<file path="config.mk">
export PLATFORM = sky130hd
export DESIGN_NAME = intersection_scheduler_flat
export DESIGN_NICKNAME = d
export VERILOG_FILES = /design/src/rtl/traffic_pkg.sv /design/src/rtl/intersection_scheduler_if.sv /design/src/rtl/phase_timer.sv /design/src/rtl/intersection_scheduler.sv /design/src/flat_wrapper.sv
export SDC_FILE = /design/constraint.sdc
export NUM_CORES = 1
export LEC_CHECK = 0
export CORE_MARGIN = 2
export CORE_UTILIZATION = 30
export CTS_BUF_LIST = sky130_fd_sc_hd__clkbuf_8
export DETAILED_ROUTE_END_ITERATION = 12
export PLACE_DENSITY = 0.63
export SETUP_SLACK_MARGIN = 0.2
export SYNTH_ARGS = -nofsm -noshare
export SYNTH_HDL_FRONTEND = slang
export SYNTH_SLANG_ARGS = --single-unit
</file>
<file path="constraint.sdc">
create_clock -name clk -period 6.56 [get_ports clk]
set_input_delay 0.984 -clock clk [delete_from_list [all_inputs] [get_ports clk]]
set_output_delay 0.984 -clock clk [all_outputs]
set_load 0.05 [all_outputs]
</file>
<file path="src/rtl/traffic_pkg.sv">
// rtl/traffic_pkg.sv - shared types and phase decode for the intersection scheduler
package traffic_pkg;

  typedef enum logic [1:0] {
    RED    = 2'd0,
    YELLOW = 2'd1,
    GREEN  = 2'd2
  } signal_t;

  typedef enum logic [2:0] {
    HWY_GREEN    = 3'd0,
    HWY_YELLOW   = 3'd1,
    ALL_RED1     = 3'd2,
    CNTRY_GREEN  = 3'd3,
    CNTRY_YELLOW = 3'd4,
    ALL_RED2     = 3'd5,
    PED_WALK     = 3'd6
  } phase_t;

  typedef struct packed {
    signal_t hwy;
    signal_t cntry;
    logic    walk;
  } heads_t;

  // Moore decode of the phase register; anything unrecognised shows all red.
  function automatic heads_t decode_phase(input logic [2:0] ph);
    heads_t h;
    h.hwy   = RED;
    h.cntry = RED;
    h.walk  = 1'b0;
    case (ph)
      3'd0:    h.hwy   = GREEN;
      3'd1:    h.hwy   = YELLOW;
      3'd3:    h.cntry = GREEN;
      3'd4:    h.cntry = YELLOW;
      3'd6:    h.walk  = 1'b1;
      default: ;
    endcase
    return h;
  endfunction

endpackage

</file>
<file path="src/rtl/intersection_scheduler_if.sv">
// rtl/intersection_scheduler_if.sv - sensor inputs and signal-head outputs of the scheduler
interface intersection_scheduler_if #(
  parameter int CNT_W = 8
);
  logic             cntry_car;
  logic             ped_req;
  logic [1:0]       hwy_signal;
  logic [1:0]       cntry_road_signal;
  logic             ped_walk;
  logic             ped_pending;
  logic [2:0]       phase_out;
  logic [CNT_W-1:0] timer_out;

  // Drives the sensors and observes the heads (environment side).
  modport master (
    output cntry_car, ped_req,
    input  hwy_signal, cntry_road_signal, ped_walk, ped_pending, phase_out, timer_out
  );

  // The scheduler itself.
  modport slave (
    input  cntry_car, ped_req,
    output hwy_signal, cntry_road_signal, ped_walk, ped_pending, phase_out, timer_out
  );
endinterface

</file>
<file path="src/rtl/phase_timer.sv">
// rtl/phase_timer.sv - loadable saturating down-counter for phase dwell times
module phase_timer #(
  parameter int               CNT_W     = 8,
  parameter logic [CNT_W-1:0] RESET_VAL = '0
) (
  input  logic             clk,
  input  logic             reset_n,
  input  logic             load,
  input  logic [CNT_W-1:0] load_val,
  output logic             expired,
  output logic [CNT_W-1:0] count
);

  // Load on phase entry, otherwise count down and stick at zero.
  always_ff @(posedge clk or negedge reset_n) begin
    if (!reset_n) begin
      count <= RESET_VAL;
    end else if (load) begin
      count <= load_val;
    end else if (count != '0) begin
      count <= count - 1'b1;
    end
  end

  assign expired = (count == '0);

endmodule

</file>
<file path="src/rtl/intersection_scheduler.sv">
// rtl/intersection_scheduler.sv - timed highway/country/pedestrian phase scheduler
module intersection_scheduler
  import traffic_pkg::*;
#(
  parameter int CNT_W           = 8,
  parameter int HWY_MIN_GREEN   = 20,
  parameter int YELLOW_TIME     = 4,
  parameter int ALL_RED_TIME    = 2,
  parameter int CNTRY_MAX_GREEN = 15,
  parameter int PED_WALK_TIME   = 10
) (
  input logic                      clk,
  input logic                      reset_n,
  intersection_scheduler_if.slave  bus
);

  localparam int MAX_DUR = (1 << CNT_W) - 1;

  // Every dwell must fit the timer and be at least one cycle.
  if (HWY_MIN_GREEN < 1 || HWY_MIN_GREEN > MAX_DUR) begin : g_bad_hwy
    $error("HWY_MIN_GREEN out of range");
  end
  if (YELLOW_TIME < 1 || YELLOW_TIME > MAX_DUR) begin : g_bad_yel
    $error("YELLOW_TIME out of range");
  end
  if (ALL_RED_TIME < 1 || ALL_RED_TIME > MAX_DUR) begin : g_bad_red
    $error("ALL_RED_TIME out of range");
  end
  if (CNTRY_MAX_GREEN < 1 || CNTRY_MAX_GREEN > MAX_DUR) begin : g_bad_cg
    $error("CNTRY_MAX_GREEN out of range");
  end
  if (PED_WALK_TIME < 1 || PED_WALK_TIME > MAX_DUR) begin : g_bad_walk
    $error("PED_WALK_TIME out of range");
  end

  // Timer load values are duration-1 so a phase lasts exactly its duration.
  localparam logic [CNT_W-1:0] HWY_LOAD   = CNT_W'(HWY_MIN_GREEN - 1);
  localparam logic [CNT_W-1:0] YEL_LOAD   = CNT_W'(YELLOW_TIME - 1);
  localparam logic [CNT_W-1:0] RED_LOAD   = CNT_W'(ALL_RED_TIME - 1);
  localparam logic [CNT_W-1:0] CGRN_LOAD  = CNT_W'(CNTRY_MAX_GREEN - 1);
  localparam logic [CNT_W-1:0] WALK_LOAD  = CNT_W'(PED_WALK_TIME - 1);

  phase_t           phase_q;
  phase_t           phase_d;
  logic             ped_pending_q;
  logic             expired;
  logic             load;
  logic [CNT_W-1:0] load_val;
  logic [CNT_W-1:0] count;
  heads_t           heads;

  phase_timer #(
    .CNT_W     (CNT_W),
    .RESET_VAL (HWY_LOAD)
  ) u_timer (
    .clk      (clk),
    .reset_n  (reset_n),
    .load     (load),
    .load_val (load_val),
    .expired  (expired),
    .count    (count)
  );

  // Phase register; reset always lands in highway green.
  always_ff @(posedge clk or negedge reset_n) begin
    if (!reset_n) begin
      phase_q <= HWY_GREEN;
    end else begin
      phase_q <= phase_d;
    end
  end

  // Next-phase selection; pedestrian beats country car at the first all-red.
  always_comb begin
    phase_d = phase_q;
    case (phase_q)
      HWY_GREEN:    if (expired && (bus.cntry_car || ped_pending_q)) phase_d = HWY_YELLOW;
      HWY_YELLOW:   if (expired) phase_d = ALL_RED1;
      ALL_RED1: begin
        if (expired) begin
          if (ped_pending_q)      phase_d = PED_WALK;
          else if (bus.cntry_car) phase_d = CNTRY_GREEN;
          else                    phase_d = HWY_GREEN;
        end
      end
      CNTRY_GREEN:  if (!bus.cntry_car || expired) phase_d = CNTRY_YELLOW;
      CNTRY_YELLOW: if (expired) phase_d = ALL_RED2;
      PED_WALK:     if (expired) phase_d = ALL_RED2;
      ALL_RED2:     if (expired) phase_d = HWY_GREEN;
      default:      phase_d = ALL_RED2;
    endcase
  end

  // Reload the dwell timer whenever a new phase is entered.
  always_comb begin
    load     = (phase_d != phase_q);
    load_val = RED_LOAD;
    case (phase_d)
      HWY_GREEN:                load_val = HWY_LOAD;
      HWY_YELLOW, CNTRY_YELLOW: load_val = YEL_LOAD;
      CNTRY_GREEN:              load_val = CGRN_LOAD;
      PED_WALK:                 load_val = WALK_LOAD;
      default:                  load_val = RED_LOAD;
    endcase
  end

  // Pedestrian latch: entering the walk clears it even if the button is held.
  always_ff @(posedge clk or negedge reset_n) begin
    if (!reset_n) begin
      ped_pending_q <= 1'b0;
    end else if (phase_d == PED_WALK && phase_q != PED_WALK) begin
      ped_pending_q <= 1'b0;
    end else if (bus.ped_req && phase_q != PED_WALK) begin
      ped_pending_q <= 1'b1;
    end
  end

  assign heads                 = decode_phase(phase_q);
  assign bus.hwy_signal        = heads.hwy;
  assign bus.cntry_road_signal = heads.cntry;
  assign bus.ped_walk          = heads.walk;
  assign bus.ped_pending       = ped_pending_q;
  assign bus.phase_out         = phase_q;
  assign bus.timer_out         = count;

endmodule

</file>
<file path="src/flat_wrapper.sv">
// flat-port wrapper written by rule: the top's interface ports become plain ports
module intersection_scheduler_flat import traffic_pkg::*;
#(
  parameter int CNT_W           = 8,
  parameter int HWY_MIN_GREEN   = 20,
  parameter int YELLOW_TIME     = 4,
  parameter int ALL_RED_TIME    = 2,
  parameter int CNTRY_MAX_GREEN = 15,
  parameter int PED_WALK_TIME   = 10
)
  (clk, reset_n, bus_cntry_car, bus_ped_req, bus_hwy_signal, bus_cntry_road_signal, bus_ped_walk, bus_ped_pending, bus_phase_out, bus_timer_out);
  intersection_scheduler_if #(.CNT_W(CNT_W)) bus_i ();
  input logic clk;
  input logic reset_n;
  input wire logic [$bits(bus_i.cntry_car)-1:0] bus_cntry_car;
  input wire logic [$bits(bus_i.ped_req)-1:0] bus_ped_req;
  output wire logic [$bits(bus_i.hwy_signal)-1:0] bus_hwy_signal;
  output wire logic [$bits(bus_i.cntry_road_signal)-1:0] bus_cntry_road_signal;
  output wire logic [$bits(bus_i.ped_walk)-1:0] bus_ped_walk;
  output wire logic [$bits(bus_i.ped_pending)-1:0] bus_ped_pending;
  output wire logic [$bits(bus_i.phase_out)-1:0] bus_phase_out;
  output wire logic [$bits(bus_i.timer_out)-1:0] bus_timer_out;
  assign bus_i.cntry_car = bus_cntry_car;
  assign bus_i.ped_req = bus_ped_req;
  assign bus_hwy_signal = bus_i.hwy_signal;
  assign bus_cntry_road_signal = bus_i.cntry_road_signal;
  assign bus_ped_walk = bus_i.ped_walk;
  assign bus_ped_pending = bus_i.ped_pending;
  assign bus_phase_out = bus_i.phase_out;
  assign bus_timer_out = bus_i.timer_out;
  intersection_scheduler #(.CNT_W(CNT_W), .HWY_MIN_GREEN(HWY_MIN_GREEN), .YELLOW_TIME(YELLOW_TIME), .ALL_RED_TIME(ALL_RED_TIME), .CNTRY_MAX_GREEN(CNTRY_MAX_GREEN), .PED_WALK_TIME(PED_WALK_TIME)) u_core (.clk(clk), .reset_n(reset_n), .bus(bus_i));
endmodule
</file>
Word level (Yosys, flattened, before mapping) --
Cells that the tools add are included. Widths: inputs -> output; s select.
Word-level totals: bits in registers 12, bits of input ports 4, output and inout bits 17, word-level logic and storage cells 47
Cells by class: add/subtract/negate cells 1, equality and inequality tests 12, muxes and demuxes 17, reductions and logical operators 14
Operators by type and width (count):
- $mux 3 | 7
- $pmux 5 s4 | 1
- $pmux 3 s6 | 1
- $mux 8 | 2
- $eq 3x3->1 const B | 5
- $eq 3x2->1 const B | 3
- $logic_not 8->1 | 1
- $pmux 2 s2 | 2
- $reduce_bool 8->1 | 1
- $sub 8x1->8 const B | 1
- $eq 3x1->1 const B | 2
- $logic_not 3->1 | 2
- $reduce_bool 2->1 | 2
- $reduce_or 2->1 | 2
- $logic_and 1x1->1 | 3
- $mux 1 | 3
- $ne 3x3->1 | 1
- $ne 3x3->1 const B | 1
- $logic_or 1x1->1 | 2
- $mux 2 | 1
- $logic_not 1->1 | 1

Logic depth before layout (Yosys ltp) --
depth after elaboration 8, gate-level depth with buffers 8, gate-level depth less buffers 7

Modules after synthesis --
Synthesis repeated with hierarchy kept, for this count alone.
Unflattened totals: cells, all modules 111, area, all modules 952.2 µm²
Modules (own cells, without submodules):
- phase_timer | times used 1, cells each 54, area an instance 480.5 µm², seq. area each 203.9 µm²
- intersection_scheduler | times used 1, cells each 57, area an instance 471.7 µm², seq. area each 100.1 µm²

Worst setup path after synthesis --
No wires, ideal clock.
path type reg-to-output, start point register u_core.phase_q[2], in the netlist u_core.bus.phase_out[2], end point output bus_cntry_road_signal[0], arrival time 2.091 ns, data required time 5.576 ns, path slack 3.485 ns, cell stages (with the launch flop) 4, path through dfrtp_1 > clkbuf_1 > inv_1 > nor3_1
On the way: cells in the longest elaborated chain, start to end 2
RTL lines:
- start: declaration | RTL line intersection_scheduler.sv:43 | phase_t phase_q;
- start signal: assignment | RTL line intersection_scheduler.sv:69 | phase_q <= phase_d;
- $eq 3x3->1 or $eq 3x2->1 (tied branches) | RTL line traffic_pkg.sv:32 | case (ph)
- $pmux 2 s2 (*) | RTL line traffic_pkg.sv:32
- end: declaration | RTL line flat_wrapper.sv:18 | output wire logic [$bits(bus_i.cntry_road_signal)-1:0] bus_cntry_road_signal;
Every way passes the cells marked *; elsewhere a longest branch is shown, timed or not.

Worst setup path after layout --
start point register u_core.phase_q[0], in the netlist u_core.bus.phase_out[0], end point output bus_ped_walk
On the way: cells in the longest elaborated chain, start to end 2
RTL lines:
- $eq 3x3->1 | RTL line traffic_pkg.sv:32
- $mux 1 | RTL line traffic_pkg.sv:32
- end: declaration | RTL line flat_wrapper.sv:19 | output wire logic [$bits(bus_i.ped_walk)-1:0] bus_ped_walk;
Every way passes these cells.

==> metrics.txt <==
post-cts resize count=0; diode count=0; hold endpoint=u_core.u_timer.count[6]; Vias=738; post-synthesis compound-gate area fraction=0.183; nature of the critical path startpoint=flip-flop; Reg2Reg Depth=7; number of flops mapped to enable cells by yosys=0; synth top area cells=dfrtp_1, dfstp_2, nor2_1; worst-path cell chain=nand2b_1, nor2_1, clkdlybuf4s50_1; first-pass GRT wire length=2990 um; syn avg cell area=8.44 um2; CP arrival=1.92 ns; area leader, netlist=dfrtp_1; die width=55.4 um; GRT overflow=0; core area=2500 um2; xor and xnor fraction of the mapped netlist area=0.0331; Tmin final=2.91 ns; Max Fclk=0.344 GHz; unrepaired setup endpoints after global routing=no; Worst Path Required=5.58 ns; Die ar.=3070 um2; Starting DRT DRC Count=13; initial antenna violation count=0; Antenna Nets Post-Route=0; Routed WL per cell=12.5 um; CTS Buf Count=3; Synth top area share=0.284; Synth Area in Simple Gates=0.297; maximum fanout along the worst path=13; Max-slew headroom=0.477; Mapped Cells=94; Fin Setup TNS=0 ns; Nets=119; Skew-Pair Late Insertion Delay=0.24 ns; # rows=18; CTS H-tree depth=1; pin count of the biggest net entering global routing=14; count of final setup violators=0; clk sinks=12; min-delay src=u_core.u_timer.count[6]; Post-synth ARST share=1.00; DIE HEIGHT=55.4 um; Critical R2R Launch=u_core.u_timer.count[0]; status=completed; Setup CP Type=reg2out; Synth cell types=35; post-synthesis sequential area ratio=0.383; post-synthesis mux area share=0.0252; worst reg2reg setup slack=4.12 ns; maxcap violations=0; root buf cell=clkbuf_8; cell depth of the worst hold path=2; Hold Crit Class=reg2reg; Post-Syn Area=793 um2; top_reg_cell synth=dfrtp_1; number of synthesized register bits=12; Final HPWL DP=1360 um; layout cells sized above 1=0.106; Via density=5.16; setup bufs post-CTS=0; PortBufs=20; largest family of logic cells by synthesized area=simple AND/OR/NAND/NOR gates; Final period util=0.443; clk_skew=0.00281 ns; CTS max path bufs=2; worst-margin pin slew=0.784 ns; Post-CTS Hold Buffers=0; syn nets=99; Residual DRC=0; Clk pin slew, worst setup/hold paths=0.05 ns; I/O Pins=21; initial core utilization=0.317; Initial DRT Pass Iterations=6; count of pins over their slew limit=0; routability cong.=0.763; Ys Warns=0; critical path endpoint category=output pin; CTS tree=yes; Post-Synth Adder-Cell Area=0.0158; slowest stage cell, crit path=clkdlybuf4s50_1; Total GRT Usage=0.120; final hold violation count=0; CP max stage delay=0.80 ns; Layout area overhead=33.4%; r2r endpoint=u_core.u_timer.count[0]; Post-Route WL=1790 um; number of global-route vias before repair=665
==> kinds of logic after synthesis <==
logic type      after synthesis
compound gates               23
flops                        12
fa+ha+maj                     1
buf+inv                      11
xor+xnor                      3
mux                           2
simple gates                 42
==> final cells by class <==
cell class	count	area (um2)
Tap cell	30	37.5
Clock buffer	4	55.1
Sequential cell	12	304
Inverter	6	22.5
Fill cell	259	1440
Multi-Input combinational cell	71	439
Timing Repair Buffer	20	200
==> worst max-delay path by stage <==
stage / startpoint / to / slack (ns) / cells after the start
after floorplan: u_core.bus.phase_out[2] / bus_cntry_road_signal[0] / 3.49 / 3
after global placement: bus_cntry_car / u_core.u_timer.count[0] / 3.85 / 6
after detailed placement: bus_cntry_car / u_core.u_timer.count[0] / 3.80 / 6
after CTS: u_core.bus.phase_out[0] / bus_ped_walk / 3.64 / 3
after global routing: u_core.bus.phase_out[0] / bus_ped_walk / 3.57 / 3
final: u_core.bus.phase_out[0] / bus_ped_walk / 3.65 / 3
==> worst max-delay path, delay by kind of cell (launching register included) <==
family	cells	cell delay, ns
simple gates	2	0.37
flops	1	0.51
buf+inv	1	0.80
==> flip-flops by register name, indices dropped and copies added, names as in the netlist <==
signal and flops:
u_core.bus.phase_out 3, u_core.u_timer.count 8, u_core.bus.ped_pending 1
==> per-layer routing <==
metal  track usage  wire length [um]
met1         0.156               833
met2         0.192               868
met3        0.0375                71
met4        0.0314                13
met5             0                 0
==> metrics by stage <==
| step | util | instances | hold slack (ns) | instance area (um2) | setup slack (ns) |
|---|---|---|---|---|---|
| after floorplan | - | 94 | 0.688 | 793 | 3.49 |
| after global placement | 0.401 | 139 | 0.589 | 1000 | 3.85 |
| after detailed placement | 0.401 | 139 | 0.599 | 1000 | 3.80 |
| after CTS | 0.423 | 143 | 0.613 | 1060 | 3.64 |
| after global routing | 0.423 | 143 | 0.650 | 1060 | 3.57 |
| final | 0.423 | 143 | 0.608 | 1060 | 3.65 |
==> placed cells by master, fill, tap and decap left out, drive strengths merged, types with 2 or more instances in the layout <==
master	Yosys	final
a221oi	2	2
dfrtp	9	9
xnor2	2	2
nand2b	3	3
dfstp	3	3
clkbuf	2	4
a21oi	6	6
nand2	8	8
a31oi	2	2
nor2	12	12
clkdlybuf4s50	0	20
and2	2	2
nand3	2	2
o22ai	2	2
nor3	8	8
inv	6	6
mux2i	2	2
o21ai	7	7
==> cells in the mapped netlist (all sizes together), types with 2 or more instances <==
library cell / number
o22ai: 2
buf: 3
o21ai: 7
a221oi: 2
inv: 6
dfstp: 3
xnor2: 2
clkbuf: 2
nand2b: 3
nand2: 8
a31oi: 2
and2: 2
a21oi: 6
mux2i: 2
nor3: 8
nand3: 2
nor2: 12
dfrtp: 9
Power is not shown: default switching activity piles up to over one toggle a cycle in this logic, so the estimate is an artifact.
